File: config.mk
export PLATFORM = sky130hd
export DESIGN_NAME = pixel_luma_pipe_flat
export DESIGN_NICKNAME = d
export VERILOG_FILES = /design/src/rtl/pixel_luma_pipe_if.sv /design/src/rtl/pixel_luma_pipe.sv /design/src/flat_wrapper.sv
export SDC_FILE = /design/constraint.sdc
export NUM_CORES = 1
export LEC_CHECK = 0
export CORE_MARGIN = 5
export CORE_UTILIZATION = 40
export DETAILED_ROUTE_END_ITERATION = 10
export MAX_ROUTING_LAYER = met4
export SYNTH_ARGS = -nofsm -noshare
export SYNTH_HDL_FRONTEND = slang
export SYNTH_SLANG_ARGS = --single-unit
File: constraint.sdc
create_clock -name clk -period 12.4 [get_ports clk]
set_input_delay 2.48 -clock clk [delete_from_list [all_inputs] [get_ports clk]]
set_output_delay 2.48 -clock clk [all_outputs]
set_load 0.01 [all_outputs]
File: src/rtl/pixel_luma_pipe_if.sv
// Video stream bundle: packed pixel plus the three timing strobes that must stay aligned with it.
interface pixel_luma_pipe_if #(
    parameter int CH_WIDTH = 8
);
    logic [3*CH_WIDTH-1:0] data;
    logic                  hsync;
    logic                  vsync;
    logic                  vde;

    modport master (output data, hsync, vsync, vde);
    modport slave  (input  data, hsync, vsync, vde);
endinterface

File: src/rtl/pixel_luma_pipe.sv
// Three-stage RGB-to-luma pipe with frame-synchronous output modes and a per-frame luma accumulator.
// Pixels are packed {red, blue, green}; mode and threshold travel with each pixel.
module pixel_luma_pipe #(
    parameter int CH_WIDTH   = 8,
    parameter int COEF_WIDTH = 9,
    parameter int R_COEF     = 77,
    parameter int G_COEF     = 150,
    parameter int B_COEF     = 29,
    parameter int SUM_WIDTH  = 32
) (
    input  logic                  clk,
    input  logic                  rst,
    pixel_luma_pipe_if.slave      i_vid,
    input  logic [1:0]            i_mode,
    input  logic [CH_WIDTH-1:0]   i_threshold,
    pixel_luma_pipe_if.master     o_vid,
    output logic [SUM_WIDTH-1:0]  o_luma_sum,
    output logic                  o_sum_valid
);

    localparam int PIX_W     = 3 * CH_WIDTH;
    localparam int PROD_W    = CH_WIDTH + COEF_WIDTH;
    localparam int RND_W     = PROD_W + 2;
    localparam int YF_W      = RND_W - 8;
    localparam int ACC_EXT_W = SUM_WIDTH + 1;

    localparam logic [1:0] MODE_PASS   = 2'd0;
    localparam logic [1:0] MODE_GREY   = 2'd1;
    localparam logic [1:0] MODE_THRESH = 2'd2;
    localparam logic [1:0] MODE_INV    = 2'd3;

    localparam logic [COEF_WIDTH-1:0] R_C     = COEF_WIDTH'(R_COEF);
    localparam logic [COEF_WIDTH-1:0] G_C     = COEF_WIDTH'(G_COEF);
    localparam logic [COEF_WIDTH-1:0] B_C     = COEF_WIDTH'(B_COEF);
    localparam logic [CH_WIDTH-1:0]   Y_MAX   = {CH_WIDTH{1'b1}};
    localparam logic [CH_WIDTH-1:0]   THR_RST = {1'b1, {(CH_WIDTH-1){1'b0}}};
    localparam logic [SUM_WIDTH-1:0]  SUM_MAX = {SUM_WIDTH{1'b1}};

    logic [CH_WIDTH-1:0] in_r, in_g, in_b;

    assign in_r = i_vid.data[3*CH_WIDTH-1 -: CH_WIDTH];
    assign in_b = i_vid.data[2*CH_WIDTH-1 -: CH_WIDTH];
    assign in_g = i_vid.data[CH_WIDTH-1:0];

    // Shadowed controls: only a vsync rising edge may change them.
    logic                vsync_prev;
    logic [1:0]          act_mode;
    logic [CH_WIDTH-1:0] act_thr;
    logic                vs_rise_in;

    assign vs_rise_in = i_vid.vsync & ~vsync_prev;

    always_ff @(posedge clk) begin
        // NOTE: sequential state uses non-blocking assignments so every register sees pre-edge values.
        if (rst) begin
            vsync_prev <= 1'b0;
            act_mode   <= MODE_PASS;
            act_thr    <= THR_RST;
        end else begin
            vsync_prev <= i_vid.vsync;
            if (vs_rise_in) begin
                act_mode <= i_mode;
                act_thr  <= i_threshold;
            end
        end
    end

    // Stage 1: full-width products plus the side-band carried with the pixel.
    logic [PROD_W-1:0]   s1_pr, s1_pg, s1_pb;
    logic [PIX_W-1:0]    s1_pix;
    logic                s1_hs, s1_vs, s1_vde;
    logic [1:0]          s1_mode;
    logic [CH_WIDTH-1:0] s1_thr;

    always_ff @(posedge clk) begin
        // NOTE: the whole datapath is reset, not only control, so outputs read 0 one cycle into reset.
        if (rst) begin
            s1_pr   <= '0;
            s1_pg   <= '0;
            s1_pb   <= '0;
            s1_pix  <= '0;
            s1_hs   <= 1'b0;
            s1_vs   <= 1'b0;
            s1_vde  <= 1'b0;
            s1_mode <= MODE_PASS;
            s1_thr  <= '0;
        end else begin
            s1_pr   <= PROD_W'(in_r) * PROD_W'(R_C);
            s1_pg   <= PROD_W'(in_g) * PROD_W'(G_C);
            s1_pb   <= PROD_W'(in_b) * PROD_W'(B_C);
            s1_pix  <= i_vid.data;
            s1_hs   <= i_vid.hsync;
            s1_vs   <= i_vid.vsync;
            s1_vde  <= i_vid.vde;
            s1_mode <= act_mode;
            s1_thr  <= act_thr;
        end
    end

    // Stage 2 arithmetic: round half up, then clamp for over-unity coefficient sets.
    logic [RND_W-1:0]    rnd_sum;
    logic [YF_W-1:0]     y_full;
    logic [CH_WIDTH-1:0] y_calc;

    always_comb begin
        // NOTE: every always_comb output gets a default first so no path can infer a latch.
        rnd_sum = RND_W'(s1_pr) + RND_W'(s1_pg) + RND_W'(s1_pb) + RND_W'(128);
        y_full  = YF_W'(rnd_sum >> 8);
        y_calc  = Y_MAX;
        if (y_full <= YF_W'(Y_MAX))
            y_calc = y_full[CH_WIDTH-1:0];
    end

    logic [CH_WIDTH-1:0] s2_y;
    logic [PIX_W-1:0]    s2_pix;
    logic                s2_hs, s2_vs, s2_vde;
    logic [1:0]          s2_mode;
    logic [CH_WIDTH-1:0] s2_thr;

    always_ff @(posedge clk) begin
        if (rst) begin
            s2_y    <= '0;
            s2_pix  <= '0;
            s2_hs   <= 1'b0;
            s2_vs   <= 1'b0;
            s2_vde  <= 1'b0;
            s2_mode <= MODE_PASS;
            s2_thr  <= '0;
        end else begin
            s2_y    <= y_calc;
            s2_pix  <= s1_pix;
            s2_hs   <= s1_hs;
            s2_vs   <= s1_vs;
            s2_vde  <= s1_vde;
            s2_mode <= s1_mode;
            s2_thr  <= s1_thr;
        end
    end

    // Frame accumulator runs alongside stage 2; s2_vs holds the previous stage-2 vsync.
    logic [SUM_WIDTH-1:0] acc;
    logic [ACC_EXT_W-1:0] acc_ext;
    logic [SUM_WIDTH-1:0] acc_sat;
    logic                 vs_rise_s2;

    assign vs_rise_s2 = s1_vs & ~s2_vs;

    always_comb begin
        acc_ext = {1'b0, acc} + ACC_EXT_W'(y_calc);
        acc_sat = acc_ext[SUM_WIDTH] ? SUM_MAX : acc_ext[SUM_WIDTH-1:0];
    end

    always_ff @(posedge clk) begin
        if (rst) begin
            acc         <= '0;
            o_luma_sum  <= '0;
            o_sum_valid <= 1'b0;
        end else begin
            o_sum_valid <= vs_rise_s2;
            if (vs_rise_s2) begin
                o_luma_sum <= acc;
                acc        <= s1_vde ? SUM_WIDTH'(y_calc) : '0;
            end else if (s1_vde) begin
                acc <= acc_sat;
            end
        end
    end

    // Stage 3: output select by the mode tag that entered with this pixel.
    logic [PIX_W-1:0] out_next;

    always_comb begin
        out_next = s2_pix;
        case (s2_mode)
            MODE_GREY:   out_next = {3{s2_y}};
            MODE_THRESH: out_next = (s2_y >= s2_thr) ? {PIX_W{1'b1}} : {PIX_W{1'b0}};
            MODE_INV:    out_next = {3{~s2_y}};
            default:     out_next = s2_pix;
        endcase
    end

    logic [PIX_W-1:0] s3_pix;
    logic             s3_hs, s3_vs, s3_vde;

    always_ff @(posedge clk) begin
        if (rst) begin
            s3_pix <= '0;
            s3_hs  <= 1'b0;
            s3_vs  <= 1'b0;
            s3_vde <= 1'b0;
        end else begin
            s3_pix <= out_next;
            s3_hs  <= s2_hs;
            s3_vs  <= s2_vs;
            s3_vde <= s2_vde;
        end
    end

    assign o_vid.data  = s3_pix;
    assign o_vid.hsync = s3_hs;
    assign o_vid.vsync = s3_vs;
    assign o_vid.vde   = s3_vde;

endmodule

File: src/flat_wrapper.sv
// flat-port wrapper written by rule: the top's interface ports become plain ports
module pixel_luma_pipe_flat 
#(
    parameter int CH_WIDTH   = 8,
    parameter int COEF_WIDTH = 9,
    parameter int R_COEF     = 77,
    parameter int G_COEF     = 150,
    parameter int B_COEF     = 29,
    parameter int SUM_WIDTH  = 32
)
  (clk, rst, i_mode, i_threshold, o_luma_sum, o_sum_valid, i_vid_data, i_vid_hsync, i_vid_vsync, i_vid_vde, o_vid_data, o_vid_hsync, o_vid_vsync, o_vid_vde);
  pixel_luma_pipe_if #(.CH_WIDTH(CH_WIDTH)) i_vid_i ();
  pixel_luma_pipe_if #(.CH_WIDTH(CH_WIDTH)) o_vid_i ();
  input  logic clk;
  input  logic rst;
  input  logic [1:0] i_mode;
  input  logic [CH_WIDTH-1:0] i_threshold;
  output logic [SUM_WIDTH-1:0] o_luma_sum;
  output logic o_sum_valid;
  input wire logic [$bits(i_vid_i.data)-1:0] i_vid_data;
  input wire logic [$bits(i_vid_i.hsync)-1:0] i_vid_hsync;
  input wire logic [$bits(i_vid_i.vsync)-1:0] i_vid_vsync;
  input wire logic [$bits(i_vid_i.vde)-1:0] i_vid_vde;
  output wire logic [$bits(o_vid_i.data)-1:0] o_vid_data;
  output wire logic [$bits(o_vid_i.hsync)-1:0] o_vid_hsync;
  output wire logic [$bits(o_vid_i.vsync)-1:0] o_vid_vsync;
  output wire logic [$bits(o_vid_i.vde)-1:0] o_vid_vde;
  assign i_vid_i.data = i_vid_data;
  assign i_vid_i.hsync = i_vid_hsync;
  assign i_vid_i.vsync = i_vid_vsync;
  assign i_vid_i.vde = i_vid_vde;
  assign o_vid_data = o_vid_i.data;
  assign o_vid_hsync = o_vid_i.hsync;
  assign o_vid_vsync = o_vid_i.vsync;
  assign o_vid_vde = o_vid_i.vde;
  pixel_luma_pipe #(.CH_WIDTH(CH_WIDTH), .COEF_WIDTH(COEF_WIDTH), .R_COEF(R_COEF), .G_COEF(G_COEF), .B_COEF(B_COEF), .SUM_WIDTH(SUM_WIDTH)) u_core (.clk(clk), .rst(rst), .i_vid(i_vid_i), .i_mode(i_mode), .i_threshold(i_threshold), .o_vid(o_vid_i), .o_luma_sum(o_luma_sum), .o_sum_valid(o_sum_valid));
endmodule
==> results of run 1 <==
worst max-delay path: cells and delay by family (launching register included):
kind | cells | cell delay, ns
AND/OR/NAND/NOR | 7 | 2.19
buffers and inverters | 2 | 0.12
multiplexers | 1 | 0.31
adder cells (fa/ha/maj) | 5 | 1.43
flip-flops | 1 | 0.32
AO/OA/AOI/OAI | 13 | 2.77
XOR/XNOR | 1 | 0.14
sequential cells by signal (all words and copies together), names as in the netlist, 8 cells and up:
name / cells
u_core.acc: 32
u_core.o_luma_sum: 32
u_core.o_vid.data: 24
u_core.s1_pix: 24
u_core.s2_pix: 24
u_core.s1_pg: 14
u_core.s1_pr: 13
u_core.s1_pb: 11
u_core.act_thr: 8
u_core.s1_thr: 8
u_core.s2_thr: 8
u_core.s2_y: 8
per-layer routing:
layer / vias to the layer above / GRT usage, %
met4: 0 / 4.02
met2: 143 / 25.7
met5: - / -
met3: 37 / 2.04
li1: 4559 / -
met1: 4037 / 20.3
worst min path at each step:
stage | to | cells after the start | slack [ns] | from
2_1_floorplan | u_core.o_vid.hsync | 1 | 0.41 | u_core.s2_hs
3_3_place_gp | u_core.o_vid.hsync | 1 | 0.42 | u_core.s2_hs
3_5_place_dp | u_core.s2_pix[7] | 1 | 0.42 | u_core.s1_pix[7]
4_1_cts | u_core.o_vid.vde | 1 | 0.43 | u_core.s2_vde
5_1_grt | u_core.o_vid.hsync | 1 | 0.45 | u_core.s2_hs
6_report | u_core.o_vid.vde | 1 | 0.43 | u_core.s2_vde
metrics by stage:
stage	instances	util (%)	worst slack, ns	power, W	cell area [µm²]
global route	1789	48.0	4.38	0.00287	13900
finish	1789	48.0	5.00	0.00265	13900
CTS	1789	48.0	4.98	0.00267	13900
global placement	1746	45.2	5.35	0.00193	13100
floorplan	1309	-	6.24	0.00167	11800
detailed placement	1746	45.2	5.11	0.00194	13100
power by group through the flow:
stage / sequential, W / clock [W] / combinational [W]
after floorplan: 0.000829 / 0 / 0.000839
after global placement: 0.000846 / 0 / 0.00109
after detailed placement: 0.000846 / 0 / 0.00110
after CTS: 0.000831 / 0.000730 / 0.00111
after global routing: 0.000837 / 0.000759 / 0.00127
final: 0.000830 / 0.000709 / 0.00111
cells by family (layout without fill, tap and decap cells):
kind of cell,Yosys count,count (layout),synth area share [%]
simple gates,402,402,17.1
compound gates,273,273,14.3
flops,222,222,37.7
fa+ha+maj,180,180,20.9
buf+inv,176,272,5.73
xor+xnor,47,47,3.49
mux,9,9,0.775
cell usage in the layout, fill, tap and decap left out, drive strengths merged, types with 34 or more instances in the layout:
cell,count
nor2b,94
clkdlybuf4s50,97
a21oi,131
nand2,130
nor2,71
a21o,37
inv,127
dfxtp,222
ha,152
clkbuf,34
final cells by class:
class                   count  area [µm²]
flip-flops and latches    222        4440
well taps                 384         480
clock inverters             9         124
inverters                 126         473
fillers                  2783       15000
multi-input cells         911        6670
repair buffers            103        1020
clock buffers              34         678
==> metrics.log, run 1 <==
INFO  metric hpwlAfterDp = 19.2 mm
INFO  metric postCtsSetupRepairBufs = 0
INFO  metric final.hold.worst_slack = 0.425 ns
INFO  metric switching_share = 36.3%
INFO  metric netlist.area_leader.share = 37.7%
INFO  metric pin_count_of_the_biggest_net_entering_global_routing = 116
INFO  metric r2r-start = u_core.s1_pg[2]
INFO  metric gpl.final_weighted_congestion = 0.889
INFO  metric startpoint = u_core.s1_pg[2]
INFO  metric firstDrtPassIters = 4
INFO  metric synth_cells = 1309
INFO  metric path_class = flop to flop
INFO  metric die_y = 182 µm
INFO  metric synth_seq_area_share = 37.7%
INFO  metric worst_endpoint_data_arrival_time = 7.79 ns
INFO  metric first_pass_grt_wire_length = 42.2 mm
INFO  metric maxClockFrequency = 0.135 GHz
INFO  metric cts_repair_resize_count = 0
INFO  metric final_min_period_over_clock_period = 59.6%
INFO  metric initial_util = 40.7%
INFO  metric timing.critical_path.required = 12.80 ns
INFO  metric final-setup-viol-count = 0
INFO  metric netlist_area = 11800 µm²
INFO  metric topRoutingLayerUsed = met4
INFO  metric reg_clk_slew_reported_paths = 0.07 ns
INFO  metric h-tree-depth = 1
INFO  metric cts_made_buffers = 24
INFO  metric die-area = 33000 µm²
INFO  metric clockBufferDepth = 3
INFO  metric viasPerCell = 4.91
INFO  metric n_antenna_cell = 0
INFO  metric initialDrtViolationCount = 291
INFO  metric leakagePower = 6.06 nW
INFO  metric gr-total-overflow = 0
INFO  metric yosys_reg_bits = 222
INFO  metric synth_most_common_cell = dfxtp_1
INFO  metric layout-drive-gt1-share = 3.70%
INFO  metric crit_path_max_fanout = 18
INFO  metric critical-path-slowest-cell = or4b_1
INFO  metric post_synth_num_cell_types = 61
INFO  metric antenna_violations_before_repair = 0
INFO  metric ys.warnings.count = 0
INFO  metric grt_util_all_layers = 15.6%
INFO  metric netlist_top_cells_count = dfxtp_1 (222), ha_1 (152), a21oi_1 (131)
INFO  metric wl_per_cell = 14.0 µm
INFO  metric rrSetupSlack = 5.00 ns
INFO  metric ys_async_rst_share = 0%
INFO  metric slowest_delay = 0.77 ns
INFO  metric outcome = finished, final reports clean
INFO  metric synth_nets = 1528
INFO  metric report.final.slew_viol_count = 0
INFO  metric combinationalPowerShare = 41.8%
INFO  metric final.setup.tns = 0 ns
INFO  metric worst_ir_drop_vdd = 0.107 mV
INFO  metric power.sequential.fraction = 31.4%
INFO  metric finish.net_count = 1607
INFO  metric tritoncts = yes
INFO  metric rsz0062_at_grt = no
INFO  metric crit_path_capture = u_core.acc[21]
INFO  metric power.switching = 0.000961 W
INFO  metric die_width = 182 µm
INFO  metric cell_internal_pwr = 0.00169 W
INFO  metric synth_largest_area_cell = dfxtp_1
INFO  metric num_vias = 8776
INFO  metric postCtsHoldBufs = 0
INFO  metric worstSetupStartpointType = flop
INFO  metric synthToLayoutAreaGrowth = 17.8%
INFO  metric power.density_cell_area = 190 nW/µm²
INFO  metric cts.sink_count = 222
INFO  metric clockPowerShare = 26.8%
INFO  metric ys.flop_type = dfxtp_1
INFO  metric wl_met3 = 954 µm
INFO  metric min_path_type = flop to flop
INFO  metric grt_pass1_vias = 8580
INFO  metric synth_enable_flop_cells = 0
INFO  metric yosys-top-cells-area = dfxtp_1 (38%), ha_1 (16%), a21oi_1 (5.6%)
INFO  metric clockRootBuffer = clkbuf_16
INFO  metric boundaryPins = 99
INFO  metric relSlewSlack = 32.6%
INFO  metric count_of_nets_left_with_antenna_violations_after_detail_routing = 0
INFO  metric met2WireLength = 11.7 mm
INFO  metric floorplan.rows = 62
INFO  metric routedLengthMet1 = 11.9 mm
INFO  metric final_period_minus_worst_setup_slack = 7.40 ns
INFO  metric worst_skew_pair.late_latency = 0.52 ns
INFO  metric crit_reg_reg_endpoint = u_core.acc[21]
INFO  metric worstMarginPinSlew = 1.01 ns
INFO  metric wl = 25.1 mm
INFO  metric count_of_input_and_output_buffers = 98
INFO  metric fp.coreArea = 28900 µm²
INFO  metric finClkSkew = 0.0255 ns
INFO  metric rr_worst_depth = 29
INFO  metric kind_of_capture_point_of_the_worst_setup_path = flop
INFO  metric drt_drc_violations_left = 0
INFO  metric maxCapViolCount = 0
INFO  metric postSynthAreaPerCell = 9.01 µm²
INFO  metric hold_violations = 0
(Power assumes the default switching activity.)
==> run 2, diff against run 1 <==
==> constraint.sdc (replaced) <==
create_clock -name clk -period 7.2 [get_ports clk]
set_input_delay 1.44 -clock clk [delete_from_list [all_inputs] [get_ports clk]]
set_output_delay 1.44 -clock clk [all_outputs]
set_load 0.01 [all_outputs]
==> run 2 against run 1 <==
Count of clock-buffer cells in the layout increased by 1. Combinational power increased by 71%. Critical path depth unchanged. Hold slack improved by 0.010 ns. Sequential share of layout area decreased by 0.075 points. Core utilization increased by 0.11 points. Worst setup slack got worse by 4.4 ns. Sequential power increased by 72%. Critical path type unchanged. Largest power group unchanged.
==> metrics.log, run 2 (synthesized netlist as in run 1, its figures left out) <==
INFO  metric maxClockFrequency = 0.153 GHz
INFO  metric leading_cell_type_in_the_layout_fill_and_taps_excluded = dfxtp_1
INFO  metric layout_top_registers = u_core.acc (32), u_core.o_luma_sum (32)
INFO  metric worstMarginPinSlew = 0.994 ns
INFO  metric worst_endpoint_data_arrival_time = 6.92 ns
INFO  metric min_path_type = flop to flop
INFO  metric postLayoutCoreUtil = 48.1%
INFO  metric gr-total-overflow = 0
INFO  metric worstSetupStartpointType = flop
INFO  metric clockRootBuffer = clkbuf_16
INFO  metric hpwlAfterDp = 19.3 mm
INFO  metric finClkSkew = 0.0104 ns
INFO  metric timing.critical_path.required = 7.56 ns
INFO  metric rsz0062_at_grt = no
INFO  metric grt_pass1_vias = 8490
INFO  metric num_vias = 8726
INFO  metric most-common-layout-cells = dfxtp_1 (222), ha_1 (152), a21oi_1 (131)
INFO  metric postCtsHoldBufs = 0
INFO  metric synthToLayoutAreaGrowth = 18.1%
INFO  metric cts.sink_count = 222
INFO  metric power.total = 0.00455 W
INFO  metric drt_drc_violations_left = 0
INFO  metric tritoncts = yes
INFO  metric worst_ir_drop_vdd = 0.215 mV
INFO  metric fp.coreArea = 28900 µm²
INFO  metric path_class = flop to flop
INFO  metric report.final.slew_viol_count = 0
INFO  metric die-area = 33000 µm²
INFO  metric cp_common_cell = ha_1
INFO  metric gpl.final_weighted_congestion = 0.882
INFO  metric placed_cell_area = 13100 µm²
INFO  metric outcome = finished, final reports clean
INFO  metric wl_per_cell = 14.1 µm
INFO  metric startpoint = u_core.s1_pg[8]
INFO  metric r2r-start = u_core.s1_pg[8]
INFO  metric kind_of_capture_point_of_the_worst_setup_path = flop
INFO  metric cts_made_buffers = 24
INFO  metric first_pass_grt_wire_length = 42.3 mm
INFO  metric hold_violations = 0
INFO  metric boundaryPins = 99
INFO  metric maxCapViolCount = 0
INFO  metric reg_clk_slew_reported_paths = 0.06 ns
INFO  metric relSlewSlack = 33.6%
INFO  metric finish.net_count = 1611
INFO  metric worst_skew_pair.late_latency = 0.51 ns
INFO  metric final_period_minus_worst_setup_slack = 6.55 ns
INFO  metric count_of_input_and_output_buffers = 98
INFO  metric wl = 25.2 mm
INFO  metric h-tree-depth = 1
INFO  metric layout-drive-gt1-share = 4.19%
INFO  metric critical-path-slowest-cell = a2111oi_0
INFO  metric die_y = 182 µm
INFO  metric grt_util_all_layers = 15.6%
INFO  metric post-route-cell-area = 13900 µm²
INFO  metric floorplan.rows = 62
INFO  metric crit_path_max_fanout = 13
INFO  metric power.density_cell_area = 327 nW/µm²
INFO  metric holdCritStartpoint = u_core.s1_thr[0]
INFO  metric initial_util = 40.7%
INFO  metric die_width = 182 µm
INFO  metric final-setup-viol-count = 0
INFO  metric final.setup.tns = 0 ns
INFO  metric firstDrtPassIters = 4
INFO  metric rrSetupSlack = 0.65 ns
INFO  metric viasPerCell = 4.87
INFO  metric pin_count_of_the_biggest_net_entering_global_routing = 97
INFO  metric slowest_delay = 0.59 ns
INFO  metric count_of_nets_left_with_antenna_violations_after_detail_routing = 0
INFO  metric antenna_violations_before_repair = 0
INFO  metric final_min_period_over_clock_period = 91.0%
INFO  metric n_antenna_cell = 0
INFO  metric leakagePower = 6.08 nW
INFO  metric initialDrtViolationCount = 323
INFO  metric clockBufferDepth = 3
==> run 2: cell count changes in the layout (fill, tap and decap cells not counted) <==
cell | before | now
clkinv_4 | 2 | 0
bufinv_16 | 2 | 1
clkbuf_8 | 4 | 7
clkinv_2 | 1 | 2
buf_4 | 5 | 9
clkbuf_1 | 6 | 4
or4b_4 | 0 | 1
or4b_1 | 1 | 0
clkinvlp_4 | 1 | 2
==> run 2: worst paths after layout <==
check / endpoint / depth (start not counted)
max: u_core.acc[29] / 29
min reg2reg: u_core.s2_thr[0] / 1
min: u_core.s2_thr[0] / 1
max reg2reg: u_core.acc[29] / 29
==> run 2: what timing repair did <==
action                                 4_1_cts  5_1_grt
buffers inserted                             0        0
setup endpoints to repair                    0        1
endpoints found under the hold margin        0        0
gates resized for setup                      0        1
==> run 2: metrics by stage <==
step           cells  worst slack (ns)  hold WS (ns)
2_1_floorplan   1309              1.04         0.414
3_3_place_gp    1750             0.661         0.419
3_5_place_dp    1750             0.546         0.425
4_1_cts         1793             0.497         0.440
5_1_grt         1793             0.147         0.453
6_report        1793             0.649         0.435
==> run 2: worst max-delay path: cells and delay by family (launching register included) <==
| family | cells | cell delay [ns] |
|---|---|---|
| compound gates | 11 | 2.57 |
| xor+xnor | 1 | 0.13 |
| fa+ha+maj | 4 | 1.26 |
| buf+inv | 4 | 0.63 |
| flops | 1 | 0.30 |
| mux | 1 | 0.14 |
| simple gates | 8 | 1.38 |
==> run 2: layer usage <==
| layer | vias up | share of wire [%] | global-route usage, % |
|---|---|---|---|
| li1 | 4565 | - | - |
| met1 | 3983 | 48 | 20.8 |
| met2 | 151 | 46 | 25.5 |
| met3 | 27 | 4.7 | 2.12 |
| met4 | 0 | 1.3 | 3.06 |
| met5 | - | 0 | - |
==> run 2: area by class of cell <==
cell class,instances,area [µm²]
Clock buffer,35,712
Clock inverter,8,88.8
Fill cell,2722,15000
Inverter,126,473
Multi-Input combinational cell,911,6670
Sequential cell,222,4440
Tap cell,384,480
Timing Repair Buffer,107,1050
==> run 2: where the power goes <==
group          switching [W]  leakage, nW  total [W]  internal (W)
Clock               0.000494        0.389    0.00122      0.000725
Combinational        0.00109         3.88    0.00190      0.000813
Sequential         0.0000718         1.82    0.00143       0.00136
Total                0.00165         6.08    0.00455       0.00290
